## config.mk

```make
export PLATFORM = sky130hd
export DESIGN_NAME = laser_cover_search
export DESIGN_NICKNAME = d
export VERILOG_FILES = /design/src/rtl/laser_cover_search.sv
export SDC_FILE = /design/constraint.sdc
export NUM_CORES = 1
export LEC_CHECK = 0
export ABC_AREA = 1
export BUFFER_PORTS_ARGS = -buffer_cell sky130_fd_sc_hd__buf_4
export CAP_MARGIN = 15
export CORE_MARGIN = 1
export CORE_UTILIZATION = 50
export DETAILED_ROUTE_END_ITERATION = 7
export PLACE_DENSITY = 0.76
export SYNTH_ARGS = -nofsm -noshare
export SYNTH_HDL_FRONTEND = slang
export SYNTH_SLANG_ARGS = --single-unit
```

## constraint.sdc

```tcl
create_clock -name CLK -period 15.6 [get_ports CLK]
set_input_delay 1.56 -clock CLK [delete_from_list [all_inputs] [get_ports CLK]]
set_output_delay 1.56 -clock CLK [all_outputs]
set_load 0.005 [all_outputs]
```

## src/rtl/laser_cover_search.sv

```systemverilog
// Two-circle cover search: loads NPTS grid points, then alternately optimises
// circle centre C1 (with C2 held) and C2 (with C1 held) over the whole G x G
// grid, ITER times, and reports both centres and the covered-point count.
module laser_cover_search #(
    parameter int NPTS   = 40,
    parameter int W      = 4,
    parameter int RADIUS = 4,
    parameter int ITER   = 2,
    parameter int CW     = $clog2(NPTS + 1)
) (
    input  logic          CLK,
    input  logic          RST_N,
    input  logic [W-1:0]  X,
    input  logic [W-1:0]  Y,
    output logic [W-1:0]  C1X,
    output logic [W-1:0]  C1Y,
    output logic [W-1:0]  C2X,
    output logic [W-1:0]  C2Y,
    output logic [CW-1:0] COUNT,
    output logic          DONE
);

    localparam int          KW     = (NPTS > 1) ? $clog2(NPTS) : 1;
    localparam int          PW     = $clog2(2 * ITER + 1);
    localparam int          SW     = 2 * W + 1;
    localparam int unsigned R2     = RADIUS * RADIUS;
    localparam logic [KW-1:0] K_LAST = KW'(NPTS - 1);
    localparam logic [PW-1:0] P_LAST = PW'(2 * ITER - 1);
    localparam logic [W-1:0]  G_MAX  = {W{1'b1}};

    typedef enum logic [1:0] {
        ST_LOAD,
        ST_SEARCH,
        ST_REPORT
    } state_t;

    // Point covered iff squared distance (2W+1 bits, no overflow) <= RADIUS^2.
    function automatic logic in_circle(input logic [W-1:0] cx, input logic [W-1:0] cy,
                                       input logic [W-1:0] px, input logic [W-1:0] py);
        logic [W-1:0]  dx;
        logic [W-1:0]  dy;
        logic [SW-1:0] d2;
        dx = (cx > px) ? (cx - px) : (px - cx);
        dy = (cy > py) ? (cy - py) : (py - cy);
        d2 = SW'(dx) * SW'(dx) + SW'(dy) * SW'(dy);
        return (32'(d2) <= R2);
    endfunction

    state_t        state_q, state_d;
    logic [KW-1:0] k_q, k_d;
    logic [PW-1:0] pass_q, pass_d;
    logic [CW-1:0] cnt_q, cnt_d;
    logic [CW-1:0] best_q, best_d;
    logic [W-1:0]  candx_q, candx_d, candy_q, candy_d;
    logic [W-1:0]  c1x_q, c1x_d, c1y_q, c1y_d;
    logic [W-1:0]  c2x_q, c2x_d, c2y_q, c2y_d;
    logic [W-1:0]  res_c1x_q, res_c1x_d, res_c1y_q, res_c1y_d;
    logic [W-1:0]  res_c2x_q, res_c2x_d, res_c2y_q, res_c2y_d;
    logic [CW-1:0] res_cnt_q, res_cnt_d;
    logic          done_q, done_d;

    logic [W-1:0]  pts_x_q [NPTS];
    logic [W-1:0]  pts_y_q [NPTS];

    logic [W-1:0]  pt_x, pt_y, held_x, held_y;
    logic          cov;
    logic [CW-1:0] total;
    logic [CW-1:0] best_new;
    logic          cand_last;

    // Point store: written only while loading, one point per edge at index k.
    always_ff @(posedge CLK) begin
        if (state_q == ST_LOAD) begin
            pts_x_q[k_q] <= X;
            pts_y_q[k_q] <= Y;
        end
    end

    // Next-state, search datapath and result capture.
    always_comb begin
        state_d   = state_q;
        k_d       = k_q;
        pass_d    = pass_q;
        cnt_d     = cnt_q;
        best_d    = best_q;
        candx_d   = candx_q;
        candy_d   = candy_q;
        c1x_d     = c1x_q;
        c1y_d     = c1y_q;
        c2x_d     = c2x_q;
        c2y_d     = c2y_q;
        res_c1x_d = res_c1x_q;
        res_c1y_d = res_c1y_q;
        res_c2x_d = res_c2x_q;
        res_c2y_d = res_c2y_q;
        res_cnt_d = res_cnt_q;
        done_d    = 1'b0;

        // Even passes move C1 against a fixed C2; odd passes the reverse.
        pt_x      = pts_x_q[k_q];
        pt_y      = pts_y_q[k_q];
        held_x    = pass_q[0] ? c1x_q : c2x_q;
        held_y    = pass_q[0] ? c1y_q : c2y_q;
        cov       = in_circle(candx_q, candy_q, pt_x, pt_y) |
                    in_circle(held_x, held_y, pt_x, pt_y);
        total     = cnt_q + CW'(cov);
        best_new  = best_q;
        cand_last = (candx_q == G_MAX) && (candy_q == G_MAX);

        case (state_q)
            ST_LOAD: begin
                if (k_q == K_LAST) begin
                    state_d = ST_SEARCH;
                    k_d     = '0;
                    pass_d  = '0;
                    cnt_d   = '0;
                    best_d  = '0;
                    candx_d = '0;
                    candy_d = '0;
                    c1x_d   = '0;
                    c1y_d   = '0;
                    c2x_d   = G_MAX;
                    c2y_d   = G_MAX;
                end else begin
                    k_d = k_q + KW'(1);
                end
            end
            ST_SEARCH: begin
                if (k_q != K_LAST) begin
                    k_d   = k_q + KW'(1);
                    cnt_d = total;
                end else begin
                    k_d   = '0;
                    cnt_d = '0;
                    // Strictly greater: ties keep the earlier candidate, and a
                    // pass that never covers anything leaves the centre alone.
                    if (total > best_q) begin
                        best_new = total;
                        if (pass_q[0]) begin
                            c2x_d = candx_q;
                            c2y_d = candy_q;
                        end else begin
                            c1x_d = candx_q;
                            c1y_d = candy_q;
                        end
                    end
                    best_d = best_new;
                    if (cand_last) begin
                        candx_d = '0;
                        candy_d = '0;
                        if (pass_q == P_LAST) begin
                            state_d   = ST_REPORT;
                            done_d    = 1'b1;
                            res_c1x_d = c1x_d;
                            res_c1y_d = c1y_d;
                            res_c2x_d = c2x_d;
                            res_c2y_d = c2y_d;
                            res_cnt_d = best_new;
                        end else begin
                            pass_d = pass_q + PW'(1);
                            best_d = '0;
                        end
                    end else if (candx_q == G_MAX) begin
                        candx_d = '0;
                        candy_d = candy_q + W'(1);
                    end else begin
                        candx_d = candx_q + W'(1);
                    end
                end
            end
            ST_REPORT: begin
                state_d = ST_LOAD;
                k_d     = '0;
            end
            default: begin
                state_d = ST_LOAD;
                k_d     = '0;
            end
        endcase
    end

    // Control, work and result registers; reset aborts any frame in flight.
    always_ff @(posedge CLK or negedge RST_N) begin
        if (!RST_N) begin
            state_q   <= ST_LOAD;
            k_q       <= '0;
            pass_q    <= '0;
            cnt_q     <= '0;
            best_q    <= '0;
            candx_q   <= '0;
            candy_q   <= '0;
            c1x_q     <= '0;
            c1y_q     <= '0;
            c2x_q     <= '0;
            c2y_q     <= '0;
            res_c1x_q <= '0;
            res_c1y_q <= '0;
            res_c2x_q <= '0;
            res_c2y_q <= '0;
            res_cnt_q <= '0;
            done_q    <= 1'b0;
        end else begin
            state_q   <= state_d;
            k_q       <= k_d;
            pass_q    <= pass_d;
            cnt_q     <= cnt_d;
            best_q    <= best_d;
            candx_q   <= candx_d;
            candy_q   <= candy_d;
            c1x_q     <= c1x_d;
            c1y_q     <= c1y_d;
            c2x_q     <= c2x_d;
            c2y_q     <= c2y_d;
            res_c1x_q <= res_c1x_d;
            res_c1y_q <= res_c1y_d;
            res_c2x_q <= res_c2x_d;
            res_c2y_q <= res_c2y_d;
            res_cnt_q <= res_cnt_d;
            done_q    <= done_d;
        end
    end

    assign C1X   = res_c1x_q;
    assign C1Y   = res_c1y_q;
    assign C2X   = res_c2x_q;
    assign C2Y   = res_c2y_q;
    assign COUNT = res_cnt_q;
    assign DONE  = done_q;

endmodule
```

==> out/results.txt <==
Final worst path period share: 72.9%
Yosys Warn Count: 0
Grt ovf: 0
Min Tclk post-route: 11.37 ns
Core Util, Final: 55.6%
Max IR drop VDD: 87.9 uV
Dominant cell type by area after synthesis: edfxtp_1
Most frequent cells in the layout: 1,055 x nand2_1, 320 x edfxtp_1, 155 x inv_1
Cell repeated most along the worst path: nand2_1
Max_slew headroom: 33.5%
CTS root buffer: clkbuf_16
Critical Path End Type: register
Initial antenna violation count: 0
Worst reg2reg endpoint: C2Y[2]
CP max stage delay: 0.88 ns
Skew-Pair Late Insertion Delay: 0.56 ns
Initial core utilization: 51.1%
Class of the most critical setup path: register to register
PortBufs: 32
CP required: 16.08 ns
DRC viols: 0
Register area share after synthesis: 57.0%
Reg2reg start: k_q[0]
Postcts setup bufs: 0
CTS Buf Count: 40
Fmax: 87.9 MHz
Worst-path fanout max: 95
Area contributors post-synth: edfxtp_1 48%, nand2_1 20%, dfrtp_1 8.8%
Hold violation count in the final report: 0
Vias in the first global route: 14,600
Synthesized instance count: 2,187
# IOs: 33
Worst-path clk slew: 0.06 ns
PostCTS Resize Cnt: 0
Ant diodes: 0
Netlist cell types: 37
CTS tree: yes
Min-Delay Path Class: register to register
Critical Path AT: 11.85 ns
Cells on Worst Hold Path: 2
Leakage: 0.00986 uW
Overall Global Routing Usage: 23.0%
Total number of vias: 14,600
Critical-path top delay cell: nand2_1
GPL Wtd Cong: 0.892
Final Setup Violations: 0
# nets final: 2,301
Drt first pass iters: 8
Critical Path Source Type: register
Hold Startpoint: C1Y[1]
Area grow syn2layout: 8.91%
Vias per inst: 5.36
Status: finished clean
Sink Count: 390
H-Tree Depth: 2
Non-Filler Instances: 2,734
Top cell type's share of synthesized area: 48.2%
Reg2Reg Setup Slack: 4.23 ns
Die width: 202 um
Drt first-iter violations: 1,593
Die Area: 0.0406 mm2
WL per Instance: 16.9 um
Layout cell share with drive strength beyond 1: 5.14%
Max-Cap Viols: 0
Pwr/cell area: 95.9 mW/mm2
Dpl cells: 2,660
Commonest non-fill, non-tap cell in the layout: nand2_1
Syn_nets: 2,304
DP HPWL: 29.4 mm
RSZ-0062 raised after global routing: no
CTS Buffer Depth: 3
Setup Skew: 0.0186 ns
Post-synthesis register bit count: 390
Max-slew violation count: 0
Hold WS: 0.482 ns
Largest net degree at the start of global routing: 96
Hold_buf cts: 0
Post-route ant nets: 0
Slew of the pin with the lowest slew margin: 0.997 ns
Final wirelength: 46.2 mm
Mapped Avg Cell Area: 9.11 um2
Rows: 72
Synth Cell Area: 0.0199 mm2
Core area: 0.0390 mm2
First-pass GRT wire length: 74.4 mm
Placed Instance Area: 0.0204 mm2
Setup TNS: 0 ns
Worst R2R Path Depth: 51
Finished Cell Area: 0.0217 mm2
Worst Hold Path EP: C1Y[1]
Die height: 202 um
registers in the layout, indices dropped and copies added (netlist names), 6 cells and up:
name / cells
COUNT: 6
pts_y_q: 160
best_q: 6
cnt_q: 6
k_q: 6
pts_x_q: 160
area by class of cell:
class                           count  area, um2
Clock buffer                       52       1070
Clock inverter                     22        206
Multi-Input combinational cell   1547       7490
Tap cell                          518        648
Fill cell                        3303      17300
Timing Repair Buffer               39        293
Sequential cell                   390      11400
Inverter                          166        626
worst max-delay path: cells and delay by family (launching register included):
family / cells / cell delay, ns
XOR/XNOR: 1 / 0.22
buffers and inverters: 10 / 2.11
adder cells (fa/ha/maj): 11 / 3.89
flip-flops: 1 / 0.76
AND/OR/NAND/NOR: 25 / 3.64
AO/OA/AOI/OAI: 4 / 0.55
report_power, final:
part,internal (uW),switching (uW)
Combinational,1.50,17.7
Sequential,1130,0
Clock,535,400
how the worst max path moves through the flow:
stage	cells past startpoint	startpoint	endpoint	slack, ns
2_1_floorplan	51	k_q[0]	best_q[1]	7.99
3_3_place_gp	50	k_q[0]	best_q[4]	4.67
3_5_place_dp	49	k_q[0]	best_q[3]	4.40
4_1_cts	50	k_q[0]	C2Y[2]	4.32
5_1_grt	52	k_q[0]	best_q[4]	3.33
6_report	51	k_q[0]	C2Y[2]	4.23
metal layers:
layer  vias to the layer above  GRT usage [%]  part of all wire [%]
li1                       7035              -                     -
met1                      6942           29.2                    41
met2                       550           39.0                    48
met3                       121           3.90                   7.0
met4                         0           9.39                   3.7
met5                         -              0                     0
synthesized netlist by cell type, drive strengths merged:
cell and instances:
nor2 129, edfxtp 320, xor2 7, o211ai 2, clkbuf 19, o22ai 3
dfrtp 70, buf 65, o21bai 7, nand3 109, nand2 1056, o21ai 45
ha 77, nor3b 1, a31oi 2, clkinv 3, inv 163, nand4 24
xnor2 8, a22oi 1, fa 30, nor3 10, a21oi 36
cell families (layout without fill, tap and decap cells):
kind of cell    after synthesis  count (layout)  synth area share [%]
simple gates               1329            1329                  26.5
flops                       390             390                  57.0
fa+ha+maj                   107             107                  7.85
compound gates               96              96                  2.57
buf+inv                     250             279                  5.37
xor+xnor                     15              15                 0.660
metrics by stage:
stage,worst slack (ns),total power [uW]
floorplan,7.99,1150
global placement,4.67,1170
finish,4.23,2080
CTS,4.32,2090
detailed placement,4.40,1170
global route,3.33,2130
Power figures use the tool's default switching activity.
